===== config.mk =====
export PLATFORM = sky130hd
export DESIGN_NAME = wb_spi_slave
export DESIGN_NICKNAME = d
export VERILOG_FILES = /design/src/rtl/wb_spi_slave_pkg.sv /design/src/rtl/spi_slave_fifo.sv /design/src/rtl/wb_spi_slave.sv
export SDC_FILE = /design/constraint.sdc
export NUM_CORES = 1
export LEC_CHECK = 0
export CORE_UTILIZATION = 46
export CTS_BUF_LIST = sky130_fd_sc_hd__clkbuf_4 sky130_fd_sc_hd__clkbuf_8
export DETAILED_ROUTE_END_ITERATION = 8
export GPL_ROUTABILITY_DRIVEN = 0
export PLACE_DENSITY = 0.79
export REMOVE_ABC_BUFFERS = 1
export SYNTH_ARGS = -nofsm -noshare
export SYNTH_HDL_FRONTEND = slang
export SYNTH_SLANG_ARGS = --single-unit

===== constraint.sdc =====
create_clock -name clk -period 2.6 [get_ports clk]
set_clock_uncertainty 0.15 [all_clocks]
set_input_delay 0.65 -clock clk [delete_from_list [all_inputs] [get_ports clk]]
set_output_delay 0.65 -clock clk [all_outputs]
set_load 0.005 [all_outputs]

===== src/rtl/wb_spi_slave_pkg.sv =====
// Shared definitions for the Wishbone SPI slave: register offsets, STAT bit
// positions and the SPI engine state type.
package wb_spi_slave_pkg;

  localparam logic [3:0] REG_DATA = 4'd0;
  localparam logic [3:0] REG_STAT = 4'd1;
  localparam logic [3:0] REG_IEN  = 4'd2;

  localparam int STAT_RX_AVAIL  = 0;
  localparam int STAT_RX_FULL   = 1;
  localparam int STAT_TX_EMPTY  = 2;
  localparam int STAT_OVERRUN   = 3;
  localparam int STAT_UNDERRUN  = 4;
  localparam int STAT_CS_ACTIVE = 5;

  typedef enum logic [0:0] {
    SPI_IDLE   = 1'b0,
    SPI_ACTIVE = 1'b1
  } spi_state_e;

endpackage


===== src/rtl/spi_slave_fifo.sv =====
// Synchronous 8-bit receive FIFO. A push while full is accepted when a pop
// happens in the same cycle.
module spi_slave_fifo #(
  parameter int DEPTH_LOG2 = 2
) (
  input  logic                  clk,
  input  logic                  reset,
  input  logic                  push,
  input  logic [7:0]            push_data,
  input  logic                  pop,
  output logic [7:0]            head,
  output logic                  full,
  output logic                  empty,
  output logic [DEPTH_LOG2:0]   count
);

  localparam int                  DEPTH_I  = 1 << DEPTH_LOG2;
  localparam logic [DEPTH_LOG2:0] DEPTH_C  = (DEPTH_LOG2 + 1)'(DEPTH_I);
  localparam logic [DEPTH_LOG2:0] CNT_ONE  = (DEPTH_LOG2 + 1)'(1);
  localparam logic [DEPTH_LOG2-1:0] PTR_ONE = DEPTH_LOG2'(1);

  logic [7:0]            mem_r [0:DEPTH_I-1];
  logic [DEPTH_LOG2-1:0] wr_ptr_r;
  logic [DEPTH_LOG2-1:0] rd_ptr_r;
  logic [DEPTH_LOG2:0]   count_r;
  logic                  pop_ok_s;
  logic                  push_ok_s;

  assign full      = (count_r == DEPTH_C);
  assign empty     = (count_r == '0);
  assign count     = count_r;
  assign head      = mem_r[rd_ptr_r];
  assign pop_ok_s  = pop & ~empty;
  assign push_ok_s = push & (~full | pop_ok_s);

  // Storage, pointers and occupancy count.
  always_ff @(posedge clk or negedge reset) begin
    if (!reset) begin
      for (int i = 0; i < DEPTH_I; i++) begin
        mem_r[i] <= 8'h00;
      end
      wr_ptr_r <= '0;
      rd_ptr_r <= '0;
      count_r  <= '0;
    end else begin
      if (push_ok_s) begin
        mem_r[wr_ptr_r] <= push_data;
        wr_ptr_r        <= wr_ptr_r + PTR_ONE;
      end
      if (pop_ok_s) begin
        rd_ptr_r <= rd_ptr_r + PTR_ONE;
      end
      case ({push_ok_s, pop_ok_s})
        2'b10:   count_r <= count_r + CNT_ONE;
        2'b01:   count_r <= count_r - CNT_ONE;
        default: count_r <= count_r;
      endcase
    end
  end

endmodule


===== src/rtl/wb_spi_slave.sv =====
// SPI slave (mode 0, MSB first, 8-bit frames) behind a Wishbone register
// interface; SPI pins are oversampled by clk through 3-stage synchronisers.
module wb_spi_slave
  import wb_spi_slave_pkg::*;
#(
  parameter int         RX_DEPTH_LOG2 = 2,
  parameter logic [7:0] IDLE_BYTE     = 8'hFF
) (
  input  logic        clk,
  input  logic        reset,
  input  logic [31:0] wb_adr_i,
  input  logic [31:0] wb_dat_i,
  output logic [31:0] wb_dat_o,
  input  logic [3:0]  wb_sel_i,
  input  logic        wb_cyc_i,
  input  logic        wb_stb_i,
  input  logic        wb_we_i,
  output logic        wb_ack_o,
  input  logic        spi_sck,
  input  logic        spi_cs_n,
  input  logic        spi_mosi,
  output logic        spi_miso,
  output logic        spi_miso_oe,
  output logic        irq
);

  logic [2:0] sck_sync_r, cs_sync_r, mosi_sync_r;
  logic       sck_rise_s, sck_fall_s, cs_fall_s, cs_rise_s, mosi_s, cs_active_s;

  spi_state_e state_r, state_n;
  logic [2:0] bitcnt_r, bitcnt_n;
  logic [7:0] rx_shift_r, rx_shift_n, tx_shift_r, tx_shift_n, tx_load_val_s;
  logic       reload_r, reload_n, oe_r, oe_n, tx_load_s;

  logic [7:0]  tx_hold_r, tx_hold_n;
  logic        tx_full_r, tx_full_n, underrun_r, underrun_n, overrun_r, overrun_n;
  logic [4:0]  ien_r, ien_n;
  logic [31:0] dat_o_r, dat_o_n;
  logic        ack_r, irq_r;

  logic       bus_fire_s, wr_fire_s, rd_fire_s;
  logic [3:0] reg_sel_s;
  logic       fifo_push_s, fifo_pop_s, fifo_full_s, fifo_empty_s;
  logic [7:0] fifo_head_s;
  logic [RX_DEPTH_LOG2:0] fifo_count_s;
  logic [5:0] stat_s;
  logic       unused_s;

  assign sck_rise_s  =  sck_sync_r[1] & ~sck_sync_r[2];
  assign sck_fall_s  = ~sck_sync_r[1] &  sck_sync_r[2];
  assign cs_fall_s   = ~cs_sync_r[1]  &  cs_sync_r[2];
  assign cs_rise_s   =  cs_sync_r[1]  & ~cs_sync_r[2];
  assign mosi_s      =  mosi_sync_r[1];
  assign cs_active_s = ~cs_sync_r[1];

  assign bus_fire_s = wb_cyc_i & wb_stb_i & ~ack_r;
  assign wr_fire_s  = bus_fire_s &  wb_we_i;
  assign rd_fire_s  = bus_fire_s & ~wb_we_i;
  assign reg_sel_s  = wb_adr_i[5:2];
  assign fifo_pop_s = rd_fire_s & (reg_sel_s == REG_DATA) & ~fifo_empty_s;

  assign tx_load_val_s = tx_full_r ? tx_hold_r : IDLE_BYTE;
  assign stat_s = {cs_active_s, underrun_r, overrun_r, ~tx_full_r, fifo_full_s, ~fifo_empty_s};
  assign unused_s = &{1'b0, wb_sel_i, wb_adr_i[31:6], wb_adr_i[1:0], wb_dat_i[31:8], fifo_count_s};

  spi_slave_fifo #(.DEPTH_LOG2(RX_DEPTH_LOG2)) u_rx_fifo (
    .clk       (clk),
    .reset     (reset),
    .push      (fifo_push_s),
    .push_data ({rx_shift_r[6:0], mosi_s}),
    .pop       (fifo_pop_s),
    .head      (fifo_head_s),
    .full      (fifo_full_s),
    .empty     (fifo_empty_s),
    .count     (fifo_count_s)
  );

  // Pin synchronisers; CS idles high so reset does not fake a deselect edge.
  always_ff @(posedge clk or negedge reset) begin
    if (!reset) begin
      sck_sync_r  <= 3'b000;
      cs_sync_r   <= 3'b111;
      mosi_sync_r <= 3'b000;
    end else begin
      sck_sync_r  <= {sck_sync_r[1:0], spi_sck};
      cs_sync_r   <= {cs_sync_r[1:0], spi_cs_n};
      mosi_sync_r <= {mosi_sync_r[1:0], spi_mosi};
    end
  end

  // SPI engine next state: framing, shifting and byte-complete push.
  always_comb begin
    state_n     = state_r;
    bitcnt_n    = bitcnt_r;
    rx_shift_n  = rx_shift_r;
    tx_shift_n  = tx_shift_r;
    reload_n    = reload_r;
    oe_n        = oe_r;
    tx_load_s   = 1'b0;
    fifo_push_s = 1'b0;
    case (state_r)
      SPI_IDLE: begin
        if (cs_fall_s) begin
          state_n    = SPI_ACTIVE;
          bitcnt_n   = 3'd0;
          oe_n       = 1'b1;
          reload_n   = 1'b0;
          tx_load_s  = 1'b1;
          tx_shift_n = tx_load_val_s;
        end else begin
          state_n = SPI_IDLE;
        end
      end
      SPI_ACTIVE: begin
        if (cs_rise_s) begin
          state_n    = SPI_IDLE;
          bitcnt_n   = 3'd0;
          oe_n       = 1'b0;
          reload_n   = 1'b0;
          tx_shift_n = 8'h00;
        end else if (sck_rise_s) begin
          rx_shift_n = {rx_shift_r[6:0], mosi_s};
          bitcnt_n   = bitcnt_r + 3'd1;
          if (bitcnt_r == 3'd7) begin
            fifo_push_s = 1'b1;
            reload_n    = 1'b1;
          end else begin
            reload_n = reload_r;
          end
        end else if (sck_fall_s) begin
          if (reload_r) begin
            tx_load_s  = 1'b1;
            reload_n   = 1'b0;
            tx_shift_n = tx_load_val_s;
          end else begin
            tx_shift_n = {tx_shift_r[6:0], 1'b0};
          end
        end else begin
          state_n = SPI_ACTIVE;
        end
      end
      default: begin
        state_n    = SPI_IDLE;
        oe_n       = 1'b0;
        tx_shift_n = 8'h00;
      end
    endcase
  end

  // Register-file next state; sets take priority over W1C, writes over reloads.
  always_comb begin
    tx_hold_n  = tx_hold_r;
    tx_full_n  = tx_full_r;
    ien_n      = ien_r;
    dat_o_n    = dat_o_r;
    underrun_n = (underrun_r & ~(wr_fire_s & (reg_sel_s == REG_STAT) & wb_dat_i[STAT_UNDERRUN]))
               | (tx_load_s & ~tx_full_r);
    overrun_n  = (overrun_r & ~(wr_fire_s & (reg_sel_s == REG_STAT) & wb_dat_i[STAT_OVERRUN]))
               | (fifo_push_s & fifo_full_s & ~fifo_pop_s);
    if (tx_load_s) begin
      tx_full_n = 1'b0;
    end else begin
      tx_full_n = tx_full_r;
    end
    if (wr_fire_s) begin
      case (reg_sel_s)
        REG_DATA: begin
          tx_hold_n = wb_dat_i[7:0];
          tx_full_n = 1'b1;
        end
        REG_IEN: ien_n = wb_dat_i[4:0];
        default: ien_n = ien_r;
      endcase
    end else begin
      ien_n = ien_r;
    end
    if (rd_fire_s) begin
      case (reg_sel_s)
        REG_DATA: dat_o_n = fifo_empty_s ? 32'd0 : {24'd0, fifo_head_s};
        REG_STAT: dat_o_n = {26'd0, stat_s};
        REG_IEN:  dat_o_n = {27'd0, ien_r};
        default:  dat_o_n = 32'd0;
      endcase
    end else begin
      dat_o_n = dat_o_r;
    end
  end

  // State registers for the SPI engine, register file and bus handshake.
  always_ff @(posedge clk or negedge reset) begin
    if (!reset) begin
      state_r    <= SPI_IDLE;
      bitcnt_r   <= 3'd0;
      rx_shift_r <= 8'h00;
      tx_shift_r <= 8'h00;
      reload_r   <= 1'b0;
      oe_r       <= 1'b0;
      tx_hold_r  <= 8'h00;
      tx_full_r  <= 1'b0;
      underrun_r <= 1'b0;
      overrun_r  <= 1'b0;
      ien_r      <= 5'd0;
      dat_o_r    <= 32'd0;
      ack_r      <= 1'b0;
      irq_r      <= 1'b0;
    end else begin
      state_r    <= state_n;
      bitcnt_r   <= bitcnt_n;
      rx_shift_r <= rx_shift_n;
      tx_shift_r <= tx_shift_n;
      reload_r   <= reload_n;
      oe_r       <= oe_n;
      tx_hold_r  <= tx_hold_n;
      tx_full_r  <= tx_full_n;
      underrun_r <= underrun_n;
      overrun_r  <= overrun_n;
      ien_r      <= ien_n;
      dat_o_r    <= dat_o_n;
      ack_r      <= wb_stb_i & wb_cyc_i;
      irq_r      <= |(stat_s[4:0] & ien_r);
    end
  end

  assign wb_dat_o    = dat_o_r;
  assign wb_ack_o    = wb_stb_i & wb_cyc_i & ack_r;
  assign spi_miso    = tx_shift_r[7];
  assign spi_miso_oe = oe_r;
  assign irq         = irq_r;

endmodule


==> impl_metrics.env, run 1 <==
export IMPL_top_layer="met4"
export IMPL_ys_ff_latch=94
export IMPL_synth_edf_count=0
export IMPL_die_h_um=99.9
export IMPL_cpMostUsedCell="xor2_1"
export IMPL_arrival_ns=2.60
export IMPL_synth_area_mm2=0.00441
export IMPL_synth_cells=330
export IMPL_path_class="in -> reg"
export IMPL_critPathSlowestCell="or4_4"
export IMPL_dpl_worst_slack_ns=-0.646
export IMPL_hold_violations=0
export IMPL_maxCapViolCount=0
export IMPL_wl_mm=8.52
export IMPL_yosysSeqAreaShare_pct=53.4
export IMPL_core_area_mm2=0.00928
export IMPL_rrSetupSlack_ns=0.24
export IMPL_synth_top_cell_area_share_pct=51.6
export IMPL_outcome="finished, final reports clean"
export IMPL_hold_buffers=0
export IMPL_setup_violations_final=0
export IMPL_start_util_pct=47.5
export IMPL_min_period_ns=2.51
export IMPL_drive_above_1_share_pct=31.7
export IMPL_critPathLaunchType="primary input"
export IMPL_cts_buffer_depth=2
export IMPL_worst_slew_pin_slew_ns=0.782
export IMPL_cp_num_buf_inv=3
export IMPL_ys_types=52
export IMPL_routed_via_count=2760
export IMPL_dr_first_iter_drc_count=100
export IMPL_final_common_cell="dfrtp_1"
export IMPL_max_freq_mhz=399
export IMPL_grt_pass1_vias=2829
export IMPL_rr_endpoint="u_rx_fifo.count[2]"
export IMPL_crit_required_ns=2.70
export IMPL_cp_max_fo=3
export IMPL_routed_wl_met3_um=270
export IMPL_cts_root_buf="clkbuf_8"
export IMPL_routedWlPerCell_um=16.3
export IMPL_clk_latency_ns=0.37
export IMPL_area_growth_synth_to_final_pct=17.3
export IMPL_synth_top_cell_by_area="dfrtp_1"
export IMPL_yosys_warnings=0
export IMPL_synth_flop_cell="dfrtp_1"
export IMPL_path_cells="dlygate4sd2_1, or4_4, o211a_1, nor2_2, inv_1, ha_2, inv_2, fa_2, xor2_1, nor2_1, xor2_1"
export IMPL_port_buffers=31
export IMPL_die_w_um=99.9
export IMPL_ir_drop_uv=359
export IMPL_cts_tree="built"
export IMPL_slew_violations=0
export IMPL_clk_pin_slew_ns=0.09
export IMPL_rows=35
export IMPL_drcViolationCount=0
export IMPL_drt_pass1_iter_count=4
export IMPL_ant_nets=0
export IMPL_r2r_cells=11
export IMPL_cpPeakStageDelay_ns=0.46
export IMPL_drt_met1_wl_mm=3.90
export IMPL_r2r_start="bitcnt_r[0]"
export IMPL_antenna_cells=0
export IMPL_antenna_found_initial=0
export IMPL_worst_slack_ns=0.0919
export IMPL_endpoint_kind="register"
export IMPL_grt_overflow_total=0
export IMPL_layout_common_cells="dfrtp_1 (91), mux2_2 (56), clkdlybuf4s50_1 (25)"
export IMPL_die_area_mm2=0.00999
export IMPL_viasPerCell=5.28
export IMPL_grt_pass1_wl_mm=14.5
export IMPL_critical_path_top_delay_family="simple AND/OR/NAND/NOR gates"
export IMPL_synthTopCellsByArea="dfrtp_1 (52%), mux2_2 (14%), buf_4 (4.3%)"
export IMPL_grt_setup_unrepaired="false"
export IMPL_p_per_area_mw_per_mm2=595
export IMPL_min_path_type="in -> async"
export IMPL_period_share_pct=96.5
export IMPL_clock_sinks=94
export IMPL_synthArstFlopShare_pct=100
export IMPL_wl_met2_mm=4.22
export IMPL_cts_htree_levels=3
export IMPL_grt_usage_pct=19.1
export IMPL_avgSynthCellArea_um2=13.4
export IMPL_grt_max_degree=53
export IMPL_setup_tns_final_ns=0
export IMPL_power_leakage_nw=2.39
export IMPL_io_pins=112
export IMPL_numCtsBuffers=9
export IMPL_relSlewSlack_pct=47.5
export IMPL_fin_nets=476
export IMPL_post_dp_hpwl_mm=6.02
[power by group]
group | switching, W | internal, W
sequential | 0.000156 | 0.00161
clock | 0.000505 | 0.000354
combinational | 0.000197 | 0.000254
[worst max-delay path by stage]
stage	start	end	cells after the start
final	wb_adr_i[2]	u_rx_fifo.count[2]	11
after global routing	wb_adr_i[2]	u_rx_fifo.count[2]	11
after CTS	wb_adr_i[2]	u_rx_fifo.count[2]	11
after detailed placement	wb_adr_i[3]	u_rx_fifo.count[2]	11
after global placement	wb_adr_i[3]	u_rx_fifo.count[1]	9
after floorplan	wb_adr_i[3]	u_rx_fifo.count[2]	8
[flip-flops by register name, indices dropped and copies added, names as in the netlist]
signal / count
wb_dat_o: 8
underrun_r: 1
state_r: 1
tx_hold_r: 8
cs_sync_r: 3
overrun_r: 1
ien_r: 5
bitcnt_r: 3
reload_r: 1
tx_full_r: 1
rx_shift_r: 7
ack_r: 1
spi_miso_oe: 1
u_rx_fifo.mem_r: 32
sck_sync_r: 3
irq: 1
u_rx_fifo.wr_ptr_r: 2
u_rx_fifo.rd_ptr_r: 2
tx_shift_r: 8
mosi_sync_r: 2
u_rx_fifo.count: 3
[stage by stage]
step           instances  power, W  area, µm²  hold slack [ns]  utilization [%]
2_1_floorplan        322   0.00202       4290            0.181                -
3_3_place_gp         507   0.00222       4990            0.185             53.8
3_5_place_dp         507   0.00225       4990            0.189             53.8
4_1_cts              523   0.00310       5170            0.137             55.7
5_1_grt              523   0.00324       5170            0.153             55.7
6_report             523   0.00308       5170            0.113             55.7
[final cells by class]
| cell class | count | area, µm² |
|---|---|---|
| clock inverter | 5 | 36.3 |
| sequential | 94 | 2360 |
| inverter | 14 | 52.6 |
| tap | 129 | 161 |
| timing repair buffer | 57 | 536 |
| fill | 774 | 4110 |
| multi-input combinational | 214 | 1900 |
| clock buffer | 10 | 131 |
[cells by family after synthesis]
kind of cell / Yosys count / synth area share (%)
adder cells (fa/ha/maj): 11 / 3.23
buffers and inverters: 45 / 5.98
other: 1 / 0.0850
XOR/XNOR: 6 / 1.19
AO/OA/AOI/OAI: 49 / 8.05
flip-flops: 94 / 53.4
multiplexers: 69 / 19.6
AND/OR/NAND/NOR: 55 / 8.42
[metal layers]
layer  global-route usage (%)  vias up
li1                         -     1262
met1                     25.5     1415
met2                     31.0       70
met3                     4.04       13
met4                     6.56        0
met5                        0        -
[synth_stat cells, types with 2 or more instances]
| cell | number |
|---|---|
| xnor2_1 | 3 |
| a22oi_1 | 4 |
| xor2_1 | 3 |
| a21o_1 | 2 |
| mux2_1 | 4 |
| dfstp_2 | 3 |
| a32oi_1 | 3 |
| a211oi_1 | 2 |
| nand3_1 | 2 |
| nand2_1 | 10 |
| ha_1 | 9 |
| nor3_1 | 4 |
| o21ai_0 | 9 |
| a221o_1 | 2 |
| nor2_1 | 11 |
| nor2b_1 | 4 |
| nor3b_4 | 4 |
| mux2_2 | 56 |
| inv_1 | 14 |
| dfrtp_1 | 91 |
| clkbuf_1 | 5 |
| nand2b_1 | 9 |
| a21oi_1 | 8 |
| a22o_1 | 9 |
| buf_4 | 25 |
| mux4_2 | 8 |
[what timing repair did]
action,4_1_cts,5_1_grt
setup buffers,1,0
gates resized for setup,11,6
endpoints found under the setup margin,35,6
pin swaps,6,6
(Power assumes the default switching activity.)
==> run 2: changes to the inputs <==
--- a/config.mk
+++ b/config.mk
@@ -5,6 +5,8 @@
 export SDC_FILE = /design/constraint.sdc
 export NUM_CORES = 1
 export LEC_CHECK = 0
+export ABC_CLOCK_PERIOD_IN_PS = 2600
+export CORE_MARGIN = 2
 export CORE_UTILIZATION = 46
 export CTS_BUF_LIST = sky130_fd_sc_hd__clkbuf_4 sky130_fd_sc_hd__clkbuf_8
 export DETAILED_ROUTE_END_ITERATION = 8
==> impl_metrics.env, run 2 (synthesis gave the netlist of run 1 again) <==
export IMPL_wl_mm=8.88
export IMPL_hold_buffers=0
export IMPL_regMostFlops="u_rx_fifo.mem_r"
export IMPL_antenna_cells=0
export IMPL_core_area_mm2=0.00928
export IMPL_die_h_um=102
export IMPL_dp_cells=506
export IMPL_clk_latency_ns=0.35
export IMPL_r2r_cells=11
export IMPL_dr_first_iter_drc_count=177
export IMPL_slew_violations=0
export IMPL_drcViolationCount=0
export IMPL_grt_pass1_wl_mm=14.4
export IMPL_cts_tree="built"
export IMPL_cpMostUsedCell="xor2_1"
export IMPL_rows=35
export IMPL_fin_nets=475
export IMPL_clk_pin_slew_ns=0.09
export IMPL_area_growth_synth_to_final_pct=18.9
export IMPL_routed_via_count=2752
export IMPL_endpoint_kind="register"
export IMPL_routedWlPerCell_um=17.0
export IMPL_r2r_start="bitcnt_r[0]"
export IMPL_numCtsBuffers=9
export IMPL_grt_overflow_total=0
export IMPL_io_pins=112
export IMPL_finalPower_w=0.00335
export IMPL_cp_max_fo=3
export IMPL_cpPeakStageDelay_ns=0.48
export IMPL_final_cells=522
export IMPL_worst_slew_pin_slew_ns=0.745
export IMPL_relSlewSlack_pct=50.0
export IMPL_die_w_um=102
export IMPL_maxCapViolCount=0
export IMPL_grt_setup_unrepaired="false"
export IMPL_ant_nets=0
export IMPL_crit_required_ns=2.69
export IMPL_critical_path_top_delay_family="simple AND/OR/NAND/NOR gates"
export IMPL_final_core_util_pct=56.5
export IMPL_hold_violations=0
export IMPL_p_per_area_mw_per_mm2=640
export IMPL_path_class="in -> reg"
export IMPL_rrSetupSlack_ns=0.23
export IMPL_ir_drop_uv=534
export IMPL_port_buffers=31
export IMPL_critPathSlowestCell="or4_4"
export IMPL_cts_htree_levels=3
export IMPL_dpl_instance_area_mm2=0.00499
export IMPL_setup_violations_final=0
export IMPL_layout_common_cells="dfrtp_1 (91), mux2_2 (56), conb_1 (24)"
export IMPL_max_freq_mhz=407
export IMPL_cts_buffer_depth=2
export IMPL_viasPerCell=5.27
export IMPL_fin_area_mm2=0.00524
export IMPL_clock_sinks=94
export IMPL_start_util_pct=47.5
export IMPL_cp_num_buf_inv=3
export IMPL_min_path_type="in -> async"
export IMPL_holdWs_ns=0.126
export IMPL_grt_pass1_vias=2780
export IMPL_cts_root_buf="clkbuf_8"
export IMPL_drt_pass1_iter_count=5
export IMPL_power_leakage_nw=2.43
export IMPL_cp_depth=11
export IMPL_period_share_pct=94.6
export IMPL_die_area_mm2=0.0104
export IMPL_arrival_ns=2.55
export IMPL_grt_max_degree=44
export IMPL_final_common_cell="dfrtp_1"
export IMPL_post_dp_hpwl_mm=6.16
export IMPL_largest_reg_flops=32
export IMPL_path_cells="clkdlybuf4s15_1, or4_4, o211a_1, nor2_2, inv_1, ha_2, inv_2, fa_2, xor2_1, nor2_1, xor2_1"
export IMPL_grt_usage_pct=18.3
export IMPL_outcome="finished, final reports clean"
export IMPL_antenna_found_initial=0
export IMPL_min_period_ns=2.46
export IMPL_rr_endpoint="u_rx_fifo.count[2]"
export IMPL_drive_above_1_share_pct=31.6
export IMPL_critPathLaunchType="primary input"
run 2: cell types whose count changed in the layout (fill, tap and decap cells not counted), sizes merged:
cell / before / now
clkinvlp: 3 / 1
clkinv: 1 / 2
clkdlybuf4s15: 0 / 1
clkbuf: 13 / 12
clkdlybuf4s50: 25 / 23
dlymetal6s2s: 0 / 1
bufinv: 0 / 3
buf: 27 / 26
inv: 15 / 14
run 2: layout make-up:
cell class,count,area (µm²)
flip-flops and latches,94,2360
multi-input cells,214,1910
fillers,761,4040
clock inverters,6,111
inverters,14,52.6
well taps,129,161
repair buffers,56,531
clock buffers,9,124
run 2: per-layer routing:
metal / wire [µm] / part of all wire (%) / global-route usage [%] / vias to the layer above
met5: 0 / 0 / 0 / -
met4: 34 / 0.38 / 3.38 / 0
met3: 489 / 5.5 / 4.79 / 4
met2: 4440 / 50 / 31.0 / 87
met1: 3920 / 44 / 24.1 / 1403
li1: - / - / - / 1258
run 2: through the flow:
step / setup slack [ns] / setup TNS [ns]
after floorplan: -0.324 / -0.648
after global placement: -0.585 / -18.91
after detailed placement: -0.644 / -21.14
after CTS: 0.0102 / 0
after global routing: 0.0200 / 0
final: 0.141 / 0
run 2: worst max-delay path by stage:
stage                         end  slack (ns)   startpoint
2_1_floorplan  u_rx_fifo.count[2]       -0.32  wb_adr_i[3]
3_3_place_gp   u_rx_fifo.count[2]       -0.58  wb_adr_i[3]
3_5_place_dp   u_rx_fifo.count[1]       -0.64  wb_adr_i[3]
4_1_cts        u_rx_fifo.count[2]        0.01  wb_adr_i[4]
5_1_grt        u_rx_fifo.count[2]        0.02  wb_adr_i[3]
6_report       u_rx_fifo.count[2]        0.14  wb_adr_i[3]
run 2: report_power, final:
group	internal [W]	switching [W]
registers	0.00161	0.000166
logic	0.000248	0.000192
clock network	0.000633	0.000501
run 2: worst register-to-register path, cell delays in order, from the launching register on:
cell	delay (ns)
dfrtp_1	0.42
ha_1	0.22
ha_1	0.23
nand4_1	0.19
nor2_2	0.06
inv_1	0.06
ha_2	0.18
inv_2	0.04
fa_2	0.32
xor2_1	0.14
nor2_1	0.11
xor2_1	0.17
run 2: timing repair:
item	CTS	global route
pin swaps	9	7
gates cloned	0	0
setup endpoints to repair	35	4
hold endpoints to repair	0	0
setup buffers	1	0
resized for setup	14	8
==> run 3: changes to the inputs <==
--- a/config.mk
+++ b/config.mk
@@ -5,7 +5,6 @@
 export SDC_FILE = /design/constraint.sdc
 export NUM_CORES = 1
 export LEC_CHECK = 0
-export ABC_CLOCK_PERIOD_IN_PS = 2600
 export CORE_MARGIN = 2
 export CORE_UTILIZATION = 46
 export CTS_BUF_LIST = sky130_fd_sc_hd__clkbuf_4 sky130_fd_sc_hd__clkbuf_8
==> results of run 3 <==
No change in the layout: final DEF, timing and power equal those of run 2.
